$ cat config.mk
export PLATFORM = sky130hd
export DESIGN_NAME = udma_tx_dp_arbiter
export DESIGN_NICKNAME = d
export VERILOG_FILES = /design/src/rtl/udma_tx_dp_arbiter.sv
export SDC_FILE = /design/constraint.sdc
export NUM_CORES = 1
export LEC_CHECK = 0
export CAP_MARGIN = 40
export CORE_ASPECT_RATIO = 1.5
export CORE_MARGIN = 5
export CORE_UTILIZATION = 35
export CTS_CLUSTER_SIZE = 25
export DETAILED_ROUTE_END_ITERATION = 10
export PLACE_DENSITY = 0.72
export SLEW_MARGIN = 30
export SYNTH_ARGS = -nofsm -noshare
export SYNTH_HDL_FRONTEND = slang
export SYNTH_SLANG_ARGS = --single-unit
$ cat constraint.sdc
create_clock -name clk -period 3.85 [get_ports clk]
set_input_delay 0.385 -clock clk [delete_from_list [all_inputs] [get_ports clk]]
set_output_delay 0.385 -clock clk [all_outputs]
set_load 0.005 [all_outputs]
$ cat src/rtl/udma_tx_dp_arbiter.sv
// uDMA Tx data-plane arbiter: round-robin share of one L2 read port among N_CH channels, with an
// ID FIFO that routes aligned read data back. Define UDMA_TX_DP_ARB_PRIO_EN to add ch_prio_i classes.
module udma_tx_dp_arbiter #(
   parameter int unsigned N_CH    = 4,
   parameter int unsigned ADDR_W  = 32,
   parameter int unsigned DATA_W  = 32,
   parameter int unsigned MAX_OUT = 2
) (
   input  logic                   clk,
   input  logic                   reset,
   input  logic [N_CH-1:0]        ch_req_i,
   input  logic [N_CH*ADDR_W-1:0] ch_addr_i,
   input  logic [N_CH*2-1:0]      ch_size_i,
`ifdef UDMA_TX_DP_ARB_PRIO_EN
   input  logic [N_CH-1:0]        ch_prio_i,
`endif
   output logic [N_CH-1:0]        ch_gnt_o,
   output logic [N_CH-1:0]        ch_rvalid_o,
   output logic [DATA_W-1:0]      ch_rdata_o,
   output logic                   l2_req_o,
   output logic [ADDR_W-1:0]      l2_addr_o,
   input  logic                   l2_gnt_i,
   input  logic                   l2_rvalid_i,
   input  logic [DATA_W-1:0]      l2_rdata_i,
   output logic                   busy_o,
   output logic                   err_o
);
   localparam int unsigned SEL_W = $clog2(N_CH);
   localparam int unsigned CNT_W = $clog2(MAX_OUT + 1);
   localparam int unsigned IDX_W = (MAX_OUT > 1) ? $clog2(MAX_OUT) : 1;
   localparam int unsigned DEPTH = 2 ** IDX_W;

   typedef enum logic {IDLE = 1'b0, LOCKED = 1'b1} state_e;
   state_e state_q, state_d;

   logic [SEL_W-1:0]  ptr_q, ptr_d;
   logic [SEL_W-1:0]  sel_q;
   logic [ADDR_W-1:0] addr_q;
   logic [1:0]        size_q;
   logic [CNT_W-1:0]  count_q, count_d;
   logic [IDX_W-1:0]  wr_q, wr_d, rd_q, rd_d;
   logic              err_q, err_d;
   logic [N_CH-1:0]   rvalid_q, rvalid_d;
   logic [DATA_W-1:0] rdata_q, rdata_d;
   logic [SEL_W-1:0]  fifo_sel_q  [DEPTH];
   logic [1:0]        fifo_off_q  [DEPTH];
   logic [1:0]        fifo_size_q [DEPTH];

   logic [N_CH-1:0]   cand;
   logic              win_vld;
   logic [SEL_W-1:0]  win_sel, idx;
   logic              can_issue, push, pop;
   logic [SEL_W-1:0]  cur_sel;
   logic [ADDR_W-1:0] cur_addr;
   logic [1:0]        cur_size, hd_off, hd_size;
   logic [DATA_W-1:0] shifted, mask;

   assign can_issue = 32'(count_q) < MAX_OUT;
   assign push      = l2_req_o & l2_gnt_i;
   assign pop       = l2_rvalid_i & (count_q != '0);

   // First requester at or after the pointer, within the winning priority class
   always_comb begin
      cand = ch_req_i;
`ifdef UDMA_TX_DP_ARB_PRIO_EN
      if (|(ch_req_i & ch_prio_i)) cand = ch_req_i & ch_prio_i;
`endif
      win_vld = 1'b0;
      win_sel = '0;
      idx     = '0;
      for (int unsigned i = 0; i < N_CH; i++) begin
         idx = SEL_W'((32'(ptr_q) + i) % N_CH);
         if (!win_vld && cand[idx]) begin
            win_vld = 1'b1;
            win_sel = idx;
         end
      end
   end

   always_ff @(posedge clk or posedge reset) begin
      if (reset) state_q <= IDLE;
      else       state_q <= state_d;
   end

   always_comb begin
      state_d = state_q;
      case (state_q)
         IDLE:    if (l2_req_o && !l2_gnt_i) state_d = LOCKED;
         LOCKED:  if (l2_gnt_i) state_d = IDLE;
         default: state_d = IDLE;
      endcase
   end

   // Presented request: held registers while locked, live winner otherwise
   always_comb begin
      l2_req_o = 1'b0;
      cur_sel  = '0;
      cur_addr = '0;
      cur_size = '0;
      ch_gnt_o = '0;
      if (!reset) begin
         if (state_q == LOCKED) begin
            l2_req_o = 1'b1;
            cur_sel  = sel_q;
            cur_addr = addr_q;
            cur_size = size_q;
         end else if (win_vld && can_issue) begin
            l2_req_o = 1'b1;
            cur_sel  = win_sel;
            cur_addr = ch_addr_i[32'(win_sel)*ADDR_W +: ADDR_W];
            cur_size = ch_size_i[32'(win_sel)*2 +: 2];
         end
      end
      if (l2_req_o && l2_gnt_i) ch_gnt_o[cur_sel] = 1'b1;
   end

   assign l2_addr_o   = {cur_addr[ADDR_W-1:2], 2'b00};
   assign busy_o      = (state_q == LOCKED) | l2_req_o | (count_q != '0);
   assign ch_rvalid_o = rvalid_q;
   assign ch_rdata_o  = rdata_q;
   assign err_o       = err_q;

   always_comb begin
      ptr_d    = ptr_q;
      wr_d     = wr_q;
      rd_d     = rd_q;
      err_d    = err_q;
      rvalid_d = '0;
      rdata_d  = rdata_q;
      hd_off   = fifo_off_q[rd_q];
      hd_size  = fifo_size_q[rd_q];
      shifted  = l2_rdata_i >> {hd_off, 3'b000};
      case (hd_size)
         2'd0:    mask = DATA_W'(8'hFF);
         2'd1:    mask = DATA_W'(16'hFFFF);
         default: mask = '1;
      endcase
      if (push) begin
         ptr_d = (32'(cur_sel) == N_CH - 1) ? '0 : cur_sel + SEL_W'(1);
         wr_d  = (32'(wr_q) == MAX_OUT - 1) ? '0 : wr_q + IDX_W'(1);
      end
      if (pop) begin
         rvalid_d[fifo_sel_q[rd_q]] = 1'b1;
         rdata_d = shifted & mask;
         rd_d    = (32'(rd_q) == MAX_OUT - 1) ? '0 : rd_q + IDX_W'(1);
      end
      if (l2_rvalid_i && count_q == '0) err_d = 1'b1;
      count_d = count_q + CNT_W'(push) - CNT_W'(pop);
   end

   always_ff @(posedge clk or posedge reset) begin
      if (reset) begin
         ptr_q    <= '0;
         sel_q    <= '0;
         addr_q   <= '0;
         size_q   <= '0;
         count_q  <= '0;
         wr_q     <= '0;
         rd_q     <= '0;
         err_q    <= 1'b0;
         rvalid_q <= '0;
         rdata_q  <= '0;
         for (int unsigned i = 0; i < DEPTH; i++) begin
            fifo_sel_q[i]  <= '0;
            fifo_off_q[i]  <= '0;
            fifo_size_q[i] <= '0;
         end
      end else begin
         ptr_q    <= ptr_d;
         count_q  <= count_d;
         wr_q     <= wr_d;
         rd_q     <= rd_d;
         err_q    <= err_d;
         rvalid_q <= rvalid_d;
         rdata_q  <= rdata_d;
         if (state_q == IDLE && l2_req_o && !l2_gnt_i) begin
            sel_q  <= cur_sel;
            addr_q <= cur_addr;
            size_q <= cur_size;
         end
         if (push) begin
            fifo_sel_q[wr_q]  <= cur_sel;
            fifo_off_q[wr_q]  <= cur_addr[1:0];
            fifo_size_q[wr_q] <= cur_size;
         end
      end
   end
endmodule

## Word level (Yosys, flattened, before mapping)

Cells that the tools add are included.

| operators by class | value |
|---|---|
| reduce and logical (&&, ||, !) cells | 19 |
| shifts and indexed selects | 3 |
| equality and inequality tests | 2 |
| $add $sub $neg | 8 |
| mux-type cells | 55 |
| bitwise gates (word level) | 8 |
| order comparisons | 12 |

Operators with widths:

| cell | number |
|---|---|
| $shiftx A128 B8 Y32 | 1 |
| $mux W32 | 3 |
| $pmux W32 S2 | 1 |
| $mux W2 | 21 |
| $and A32 B32 Y32 | 1 |
| $shr A32 B5 Y32 | 1 |
| $lt A2 B3 Y1 const B | 6 |
| $mux W1 | 17 |
| $bwmux W4 | 3 |
| $logic_and A1 B1 Y1 | 12 |
| $bmux W1 S2 | 4 |
| $mux W4 | 2 |
| $shiftx A8 B4 Y2 | 1 |
| $add A2 B1 Y2 const B | 2 |
| $add A2 B2 Y2 const B | 2 |
| $demux W1 S2 | 2 |
| $ge A2 B1 Y1 const B | 2 |
| $ge A2 B2 Y1 const B | 2 |
| $logic_not A1 Y1 | 4 |
| $logic_not A2 Y1 | 2 |
| $not A1 Y2 | 2 |
| $add A1 B1 Y1 const B | 2 |
| $add A2 B1 Y2 | 1 |
| $and A1 B1 Y1 | 2 |
| other kinds (10) | 11 |

| word-level totals | value |
|---|---|
| word-level logic and storage cells | 124 |
| flip-flop bits (word level) | 92 |
| output and inout bits | 75 |
| input port bits | 176 |

## Longest topological paths before layout

Gate-level depths: netlist of run 1.

| logic depth | value |
|---|---|
| depth after elaboration | 21 |
| depth in mapped cells | 8 |
| mapped depth without buffers | 8 |

## Worst setup path after synthesis of run 1

No wires, ideal clock.

| timing path | value |
|---|---|
| kind | input -> output |
| start point | in reset |
| end point | out ch_gnt_o[0] |
| arrival | 3.111 ns |
| cell stages on the path | 5 |
| path buffers | 0 |
| data required time | 3.465 ns |
| setup slack | 0.354 ns |
| cells stage by stage | inv_1 > and2_1 > inv_1 > ha_1 > and2_1 |

| on the way | value |
|---|---|
| cells in the longest elaborated chain, start to end | 6 |
| elaborated cells between the ends (all ways) | 9 |
| those cells by class | 2 x order compare; 5 x mux; 2 x reduce/logical |

RTL lines:

| item | line | RTL |
|---|---|---|
| from (decl) | 10 | `input logic reset,` |
| $mux W2 (*) | 101 | `if (!reset) begin` |
| via cur_sel[0] | 53 | `logic [SEL_W-1:0] cur_sel;` |
| $lt A2 B3 Y1 (not written as such) or $ge A2 B1 Y1 (tied branches) | 114 | `if (l2_req_o && l2_gnt_i) ch_gnt_o[cur_sel] = 1'b1;` |
| $logic_and A1 B1 Y1 (not written as such) | 114 |  |
| $mux W1 (not written as such) | 114 |  |
| $demux W1 S2 (*) | 114 |  |
| $mux W4 (*) | 114 |  |
| to (decl) | 17 | `output logic [N_CH-1:0] ch_gnt_o,` |

The timed path passes the listed nets; every way through them passes the cells marked *.

## Worst setup path after layout of run 1

| timing path | value |
|---|---|
| start point | in ch_req_i[2] |
| end point | out l2_addr_o[10] |

| on the way | value |
|---|---|
| cells in the longest elaborated chain, start to end | 16 |
| elaborated cells between the ends (all ways) | 27 |
| those cells by class | 1 x shift; 19 x mux; 7 x reduce/logical |

RTL lines:

| item | line | RTL |
|---|---|---|
| from (decl) | 11 | `input logic [N_CH-1:0] ch_req_i,` |
| $bmux W1 S2 | 73 | `if (!win_vld && cand[idx]) begin` |
| $mux W1 (not written as such) | 73 |  |
| $mux W1 | 73 |  |
| $logic_not A1 Y1 | 73 |  |
| $logic_and A1 B1 Y1 | 73 |  |
| $mux W1 | 73 |  |
| $logic_not A1 Y1 | 73 |  |
| $logic_and A1 B1 Y1 | 73 |  |
| $mux W1 | 73 |  |
| $logic_not A1 Y1 | 73 |  |
| $logic_and A1 B1 Y1 | 73 |  |
| $mux W2 or $mux W1 (tied branches) | 73 |  |
| $shiftx A128 B8 Y32 or $logic_and A1 B1 Y1 (tied branches) | 110, 107 |  |
| $mux W32 (*) | 107 | `end else if (win_vld && can_issue) begin` |
| $mux W32 (*) | 102 | `if (state_q == LOCKED) begin` |
| $mux W32 (*) | 101 |  |
| to (decl) | 21 | `output logic [ADDR_W-1:0] l2_addr_o,` |

Every way passes the cells marked *; elsewhere a longest branch is shown, timed or not. The select of a mux whose other input is x is not followed.

==> results.yml, run 1 <==
timing:
  slew_viol_final: 0
  clock_skew_ps: 10.2
  period_minus_slack_ps: 3370
  rsz0062_at_grt: "no"
  setup_viol: 0
  maxSlewHeadroom_pct: 44.1
  finalCritPeriodShare_pct: 87.6
  tightestPinTransition_ps: 822
  clock.fmax_mhz: 297
  tns_ps: 0
  finalHoldViolCount: 0
final_layout:
  regArea_um2: 2300
  layout_common_cells: "clkdlybuf4s50_1, nand2_1, mux2i_1, dfrtp_1, o221ai_1"
  finalInstanceArea_um2: 8590
  nets: 982
  drive_gt1_share_pct: 6.95
  area_growth_pct: 47.8
  layout_commonest_cell: "clkdlybuf4s50_1"
  fillers: 1554
  final_core_util_pct: 52.9
  multi_input_area_um2: 3060
  diodes: 0
global_routing:
  top_usage_layer: "met2"
  grt_pass1_vias: 5614
  track_usage_pct: 19.6
  met3_usage_pct: 4.27
  grt_pass1_wl_mm: 29.9
  grt_max_degree: 49
  grt_overflow: 0
  use_met2_pct: 36.2
  antenna_found_initial: 0
  use_met1_pct: 22.0
floorplan:
  core_um2: 16300
  start_util_pct: 35.7
  die-area_um2: 19300
  die_x_um: 115
  ioPinCount: 251
  num_rows: 57
  fp.dieH_um: 168
clock_tree:
  insertion_delay_ps: 340
  numCtsBuffers: 9
  cts.htree.levels: 3
  clkSinkCount: 92
  worst_setup_hold_path_clk_slew_ps: 70
  cts_root_buf: "clkbuf_16"
  ctsHoldBuffers: 0
  postCtsSetupBuffers: 0
  cts_tree: "done"
  cts_max_path_buffers: 2
  cts_resized: 0
power:
  vdd_ir_drop_max_mv: 0.310
  total_power_mw: 5.18
  power.leakage_nw: 3.64
  p_per_area_nw_per_um2: 602
worst_setup_path:
  endpoint_kind: "primary output"
  arrival_ps: 2990
  crit_type: "in2out"
  start_kind: "primary input"
  critPathRequiredTime_ps: 3460
  path_max_fanout: 12
placement:
  postPlaceCellArea_um2: 8310
  gp_congestion: 0.826
  port_buffers: 248
  hpwl_mm: 15.0
synth:
  syn_area_per_cell_um2: 9.72
  yosysWarningCount: 0
  synth_async_sr_flop_share_pct: 100
  yosys_register_bits: 92
  synth_cells: 598
  ys_types: 43
  ys_seq_area_share_pct: 39.6
  synth_area_um2: 5810
  synthFlopType: "dfrtp_1"
  synth-edff-count: 0
min_path:
  hold_class: "reg2reg"
detailed_routing:
  vias: 5400
  dr.pass1.iters: 4
  drc: 0
  drt_wl_total_mm: 19.5
  antenna_left: 0
  wl_per_cell_um: 19.3
  drt_iter0_markers: 307
  vias_per_cell: 5.34
job:
  maxCapViolCount: 0
outcome:
  status: "finished, final reports clean"
==> through the flow <==
| stage | hold slack [ps] | instances | setup WS (ps) |
|---|---|---|---|
| after global placement | 445 | 994 | 494 |
| after detailed placement | 470 | 996 | 449 |
| final | 478 | 1012 | 479 |
| after CTS | 486 | 1012 | 440 |
| after global routing | 510 | 1012 | 298 |
| after floorplan | 447 | 599 | 354 |
==> state kept, by name, indices dropped and copies added, names as in the netlist <==
register / flops
ptr_q: 2
fifo_off_q: 4
err_o: 1
rd_q: 1
size_q: 2
ch_rvalid_o: 4
ch_rdata_o: 32
count_q: 2
sel_q: 2
addr_q: 32
fifo_sel_q: 4
state_q: 1
wr_q: 1
fifo_size_q: 4
==> cell usage after synthesis (2+ instances only) <==
library cell / number / area (um^2)
mux2_2: 10 / 113
a22o_1: 16 / 140
a21oi_1: 6 / 30.0
nand2_1: 120 / 450
clkbuf_1: 19 / 71.3
dfrtp_1: 92 / 2300
or3_1: 3 / 18.8
inv_1: 6 / 22.5
ha_1: 5 / 62.6
and2_1: 11 / 68.8
buf_4: 43 / 323
o21ai_0: 36 / 180
nand2b_1: 3 / 18.8
nor2_1: 12 / 45.0
buf_2: 13 / 65.1
nor3_1: 2 / 10.0
mux2i_1: 94 / 941
nor4_4: 2 / 42.5
xnor2_1: 4 / 35.0
o221ai_1: 72 / 631
nor2b_1: 6 / 37.5
mux2_1: 2 / 22.5
==> area by class of cell <==
cell class	count	share of cell area (%)
multi-input cells	426	35.6
repair buffers	266	31.1
flip-flops and latches	92	26.8
well taps	206	3.00
clock buffers	9	2.62
clock inverters	7	0.670
inverters	6	0.291
==> path summary, 6_finish.rpt <==
kind / slack (ps) / cells after the start / endpoint / start
hold / removal: 480 / 2 / ch_rdata_o[3] / ch_rdata_o[3]
setup reg to reg: 1180 / 4 / ch_rdata_o[30] / rd_q
hold reg to reg: 480 / 2 / ch_rdata_o[3] / ch_rdata_o[3]
max in group asynchronous: 2210 / 4 / ch_rdata_o[10] / reset
setup / recovery: 480 / 8 / l2_addr_o[10] / ch_req_i[2]
min in group asynchronous: 610 / 2 / ch_rvalid_o[3] / reset
==> cell families after synthesis <==
group	count (synthesis)	share of synthesized area, %
compound gates	140	18.4
xor+xnor	4	0.603
fa+ha+maj	5	1.08
buf+inv	81	8.29
flops	92	39.6
mux	108	19.0
other cells	1	0.0645
simple gates	167	12.9
==> critical path: stages <==
cell and delay (ps):
clkdlybuf4s50_1 510, mux2i_1 230, o22ai_2 160, nor2_4 370, buf_4 310, mux2i_1 380, o221ai_1 150, clkdlybuf4s50_1 480
==> layer usage <==
layer	vias to the layer above	wire length, um
met4	0	451
met5	-	0
li1	2585	-
met3	27	1500
met1	2558	7200
met2	230	10300
==> power by group <==
group / switching (mW) / internal [mW]
logic: 1.24 / 1.40
clock network: 0.415 / 0.448
registers: 0.293 / 1.38
No activity file was read; power rests on OpenSTA's default activity.
==> inputs of run 2 (changes only) <==
--- a/config.mk
+++ b/config.mk
@@ -8,10 +8,10 @@
 export CAP_MARGIN = 40
 export CORE_ASPECT_RATIO = 1.5
 export CORE_MARGIN = 5
-export CORE_UTILIZATION = 35
+export CORE_UTILIZATION = 30
 export CTS_CLUSTER_SIZE = 25
 export DETAILED_ROUTE_END_ITERATION = 10
-export PLACE_DENSITY = 0.72
+export PLACE_DENSITY = 0.64
 export SLEW_MARGIN = 30
 export SYNTH_ARGS = -nofsm -noshare
 export SYNTH_HDL_FRONTEND = slang
==> run 2 against run 1 <==
Sequential power hardly changed. Die area is 15% higher. Hold slack worse by 12 ps. Design area is 1.3% higher. Worst setup slack worse by 170 ps. Routed wire length is 2.3% higher. Critical path depth stayed put. Largest cell class unchanged. Maximum frequency is 4.9% lower. Highest routed layer unchanged. Sequential share of layout area is 0.33 points lower. Combinational power hardly changed. Via count stayed put.
==> results.yml, run 2 (synthesis gave the netlist of run 1 again) <==
worst_setup_path:
  path_max_fanout: 20
  endpoint_kind: "primary output"
  cpPeakStageDelay_ps: 650
  r2r_end: "ch_rdata_o[28]"
  critPathCapture: "l2_addr_o[17]"
  cp_num_buf_inv: 3
  cp.depth: 8
  regToRegSetupSlack_ps: 1310
  crit_type: "in2out"
  crit_slowest_cell: "nor2_4"
  critPathRequiredTime_ps: 3460
  r2r_cells: 4
  arrival_ps: 3160
  cp_cell_sequence: "clkdlybuf4s50_1 > mux2i_1 > o22ai_2 > nor2_4 > buf_4 > mux2i_1 > o221ai_1 > clkdlybuf4s50_1"
  crit_path_start: "ch_req_i[2]"
  r2r_start: "rd_q"
  start_kind: "primary input"
  critPathTopFamily: "buffers and inverters"
final_layout:
  final_core_util_pct: 45.6
  layout_commonest_cell: "clkdlybuf4s50_1"
  finalInstanceArea_um2: 8700
  final_cells: 1062
  diodes: 0
  nets: 982
  drive_gt1_share_pct: 6.82
  layout_common_cells: "clkdlybuf4s50_1, nand2_1, mux2i_1, dfrtp_1, o221ai_1"
  area_growth_pct: 49.7
global_routing:
  grt_max_degree: 79
  track_usage_pct: 17.4
  grt_overflow: 0
  antenna_found_initial: 0
  grt_pass1_vias: 5499
  grt_pass1_wl_mm: 30.3
floorplan:
  start_util_pct: 30.5
  die_x_um: 124
  die-area_um2: 22300
  num_rows: 62
  fp.dieH_um: 180
  ioPinCount: 251
  core_um2: 19100
detailed_routing:
  drc: 0
  vias_per_cell: 5.08
  antenna_left: 0
  dr.pass1.iters: 4
  drt_wl_total_mm: 19.9
  vias: 5400
  drt_iter0_markers: 299
  wl_per_cell_um: 18.8
clock_tree:
  cts.htree.levels: 3
  numCtsBuffers: 9
  cts_tree: "done"
  clkSinkCount: 92
  cts_resized: 0
  cts_max_path_buffers: 2
  cts_root_buf: "clkbuf_16"
  ctsHoldBuffers: 0
  worst_setup_hold_path_clk_slew_ps: 70
  postCtsSetupBuffers: 0
  insertion_delay_ps: 350
timing:
  maxSlewHeadroom_pct: 46.6
  slew_viol_final: 0
  finalHoldViolCount: 0
  clock_skew_ps: 9.20
  setup_slack_ps: 307
  rsz0062_at_grt: "no"
  period_minus_slack_ps: 3540
  clock.fmax_mhz: 282
  setup_viol: 0
  holdWs_ps: 466
  finalCritPeriodShare_pct: 92.0
  tightestPinTransition_ps: 799
  tns_ps: 0
outcome:
  status: "finished, final reports clean"
job:
  maxCapViolCount: 0
power:
  total_power_mw: 5.33
  power.leakage_nw: 3.66
  vdd_ir_drop_max_mv: 0.245
  p_per_area_nw_per_um2: 612
min_path:
  hold_class: "reg2reg"
  min_from: "err_o"
placement:
  port_buffers: 248
  place_inst: 1045
  gp_congestion: 0.765
  place_ws_ps: 289
  postPlaceCellArea_um2: 8340
  hpwl_mm: 15.2
## run 2: layer usage
| metal | GRT usage (%) | vias up | part of all wire, % | routed length (um) |
|---|---|---|---|---|
| met1 | 19.6 | 2558 | 38 | 7520 |
| li1 | - | 2581 | - | - |
| met4 | 5.23 | 0 | 1.6 | 310 |
| met5 | 0 | - | 0 | 0 |
| met2 | 30.7 | 246 | 51 | 10200 |
| met3 | 5.37 | 15 | 9.4 | 1880 |
## run 2: power breakdown
part / leakage (nW) / internal, mW / switching (mW)
Clock: 0.162 / 0.623 / 0.382
Combinational: 2.32 / 1.41 / 1.24
Sequential: 1.18 / 1.38 / 0.291
Total: 3.66 / 3.41 / 1.92
## run 2: cell type report
| type | instances | area, um^2 |
|---|---|---|
| well taps | 256 | 320 |
| multi-input cells | 426 | 3060 |
| clock inverters | 3 | 67.6 |
| flip-flops and latches | 92 | 2300 |
| inverters | 6 | 25.0 |
| fillers | 1874 | 10400 |
| repair buffers | 266 | 2660 |
| clock buffers | 13 | 270 |
## run 2: worst min-delay path by stage
stage | endpoint | slack (ps) | cells after the start
floorplan | sel_q[1] | 450 | 2
global placement | err_o | 450 | 1
detailed placement | err_o | 460 | 1
CTS | err_o | 470 | 1
global route | err_o | 500 | 1
finish | err_o | 470 | 1
==> inputs of run 3 (changes only) <==
--- a/config.mk
+++ b/config.mk
@@ -6,13 +6,16 @@
 export NUM_CORES = 1
 export LEC_CHECK = 0
 export CAP_MARGIN = 40
-export CORE_ASPECT_RATIO = 1.5
+export CELL_PAD_IN_SITES_DETAIL_PLACEMENT = 2
+export CELL_PAD_IN_SITES_GLOBAL_PLACEMENT = 2
+export CORE_ASPECT_RATIO = 0.8
 export CORE_MARGIN = 5
-export CORE_UTILIZATION = 30
+export CORE_UTILIZATION = 25
 export CTS_CLUSTER_SIZE = 25
 export DETAILED_ROUTE_END_ITERATION = 10
-export PLACE_DENSITY = 0.64
+export PLACE_DENSITY = 0.86
 export SLEW_MARGIN = 30
 export SYNTH_ARGS = -nofsm -noshare
 export SYNTH_HDL_FRONTEND = slang
 export SYNTH_SLANG_ARGS = --single-unit
+export TNS_END_PERCENT = 30
==> run 3 against run 2 <==
Design area fell by 0.14%. First-iteration DRC count fell by 36%. Sequential power rose by 2%. Routed wire length rose by 24%. Core utilization fell by 7.3 points. Combinational power rose by 3%. Total power rose by 0.11%. Sequential share of layout area barely moved. Clock skew rose by 4.6 ps. Critical endpoint is now l2_addr_o[11]. Largest power group unchanged.
==> results.yml, run 3 (synthesis gave the netlist of run 1 again) <==
outcome:
  status: "finished, final reports clean"
worst_setup_path:
  critPathTopFamily: "buffers and inverters"
  cp_cell_sequence: "clkdlybuf4s50_1 > mux2i_1 > o22ai_2 > nor2_4 > buf_4 > mux2i_1 > o221ai_1 > clkdlybuf4s50_1"
  regToRegSetupSlack_ps: 1160
  cp_num_buf_inv: 3
  arrival_ps: 3040
  r2r_end: "ch_rdata_o[27]"
  start_kind: "primary input"
  endpoint_kind: "primary output"
  critPathRequiredTime_ps: 3460
  crit_type: "in2out"
  crit_slowest_cell: "clkdlybuf4s50_1"
  cpPeakStageDelay_ps: 520
  path_max_fanout: 19
  r2r_cells: 4
  r2r_start: "rd_q"
final_layout:
  layout_commonest_cell: "clkdlybuf4s50_1"
  layout_common_cells: "clkdlybuf4s50_1, nand2_1, mux2i_1, dfrtp_1, o221ai_1"
  regArea_um2: 2300
  finalInstanceArea_um2: 8690
  drive_gt1_share_pct: 6.60
  area_growth_pct: 49.5
  multi_input_area_um2: 3060
  nets: 979
  fillers: 2466
  diodes: 0
clock_tree:
  ctsHoldBuffers: 0
  cts_resized: 0
  numCtsBuffers: 9
  cts.htree.levels: 3
  insertion_delay_ps: 360
  worst_setup_hold_path_clk_slew_ps: 70
  cts_max_path_buffers: 2
  clkSinkCount: 92
  cts_root_buf: "clkbuf_16"
  postCtsSetupBuffers: 0
  cts_tree: "done"
detailed_routing:
  vias_per_cell: 5.03
  vias: 5577
  drc: 0
  drt_wl_total_mm: 24.7
  drt_iter0_markers: 191
  antenna_left: 0
  wl_per_cell_um: 22.3
  dr.pass1.iters: 4
min_path:
  hold_path_depth: 1
  hold_end: "err_o"
  min_from: "err_o"
  hold_class: "reg2reg"
placement:
  port_buffers: 248
  postPlaceCellArea_um2: 8410
  hpwl_mm: 19.3
  gp_congestion: 0.786
global_routing:
  track_usage_pct: 18.2
  antenna_found_initial: 0
  grt_max_degree: 42
  grt_pass1_vias: 6149
  grt_pass1_wl_mm: 38.0
  grt_overflow: 0
floorplan:
  die-area_um2: 26400
  core_um2: 22700
  num_rows: 49
  ioPinCount: 251
  die_x_um: 180
  fp.dieH_um: 146
  start_util_pct: 25.6
timing:
  setup_viol: 0
  finalHoldViolCount: 0
  period_minus_slack_ps: 3420
  rsz0062_at_grt: "no"
  clock_skew_ps: 13.8
  finalCritPeriodShare_pct: 89.0
  tns_ps: 0
  maxSlewHeadroom_pct: 45.9
  tightestPinTransition_ps: 794
  slew_viol_final: 0
  clock.fmax_mhz: 292
power:
  power.leakage_nw: 3.61
  vdd_ir_drop_max_mv: 0.214
  p_per_area_nw_per_um2: 614
job:
  maxCapViolCount: 0
## run 3: cell count changes in the layout (fill, tap and decap cells not counted), moves of 2 or more
| cell | change |
|---|---|
| buf_4 | -2 |
| bufinv_16 | -2 |
| clkinvlp_4 | +2 |
| clkbuf_8 | -3 |
| inv_8 | +2 |
## run 3: report_power, final
group | switching, mW | internal, mW | total [mW]
clock network | 0.441 | 0.449 | 0.890
registers | 0.325 | 1.38 | 1.71
logic | 1.35 | 1.39 | 2.74
## run 3: metal layers
layer	vias up	share of wire [%]	global-route usage, %
met3	21	3.6	3.28
met5	-	0	0
met2	139	50	31.5
li1	2581	-	-
met4	0	1.0	3.29
met1	2836	45	24.2
## run 3: worst reg2reg max path, delay by kind of cell (launching register included)
| family | cells | cell delay, ps |
|---|---|---|
| simple gates | 2 | 1160 |
| mux | 1 | 480 |
| flops | 1 | 730 |
| compound gates | 1 | 250 |
## run 3: area by class of cell
cell class | instances | share of cell area (%)
clock buffers | 9 | 2.59
well taps | 306 | 4.41
inverters | 6 | 0.288
multi-input cells | 426 | 35.2
flip-flops and latches | 92 | 26.5
clock inverters | 7 | 0.677
repair buffers | 263 | 30.4
## run 3: how the worst max path moves through the flow
| stage | startpoint | to | slack, ps | depth (start not counted) |
|---|---|---|---|---|
| 6_report | ch_req_i[2] | l2_addr_o[11] | 430 | 8 |
| 5_1_grt | ch_req_i[2] | l2_addr_o[11] | 230 | 8 |
| 4_1_cts | ch_req_i[2] | l2_addr_o[11] | 390 | 8 |
| 3_5_place_dp | ch_req_i[2] | l2_addr_o[11] | 390 | 8 |
| 3_3_place_gp | ch_req_i[1] | ch_gnt_o[0] | 510 | 9 |
| 2_1_floorplan | reset | ch_gnt_o[0] | 350 | 5 |
## run 3: per-stage QoR
stage	hold slack [ps]	util [%]	worst slack, ps	cells	power, mW
finish	466	38.3	425	1109	5.33
global route	491	38.3	229	1109	5.69
CTS	467	38.3	387	1109	5.42
detailed placement	450	37.1	391	1093	4.49
global placement	440	36.9	508	1092	4.33
floorplan	447	-	354	599	3.30
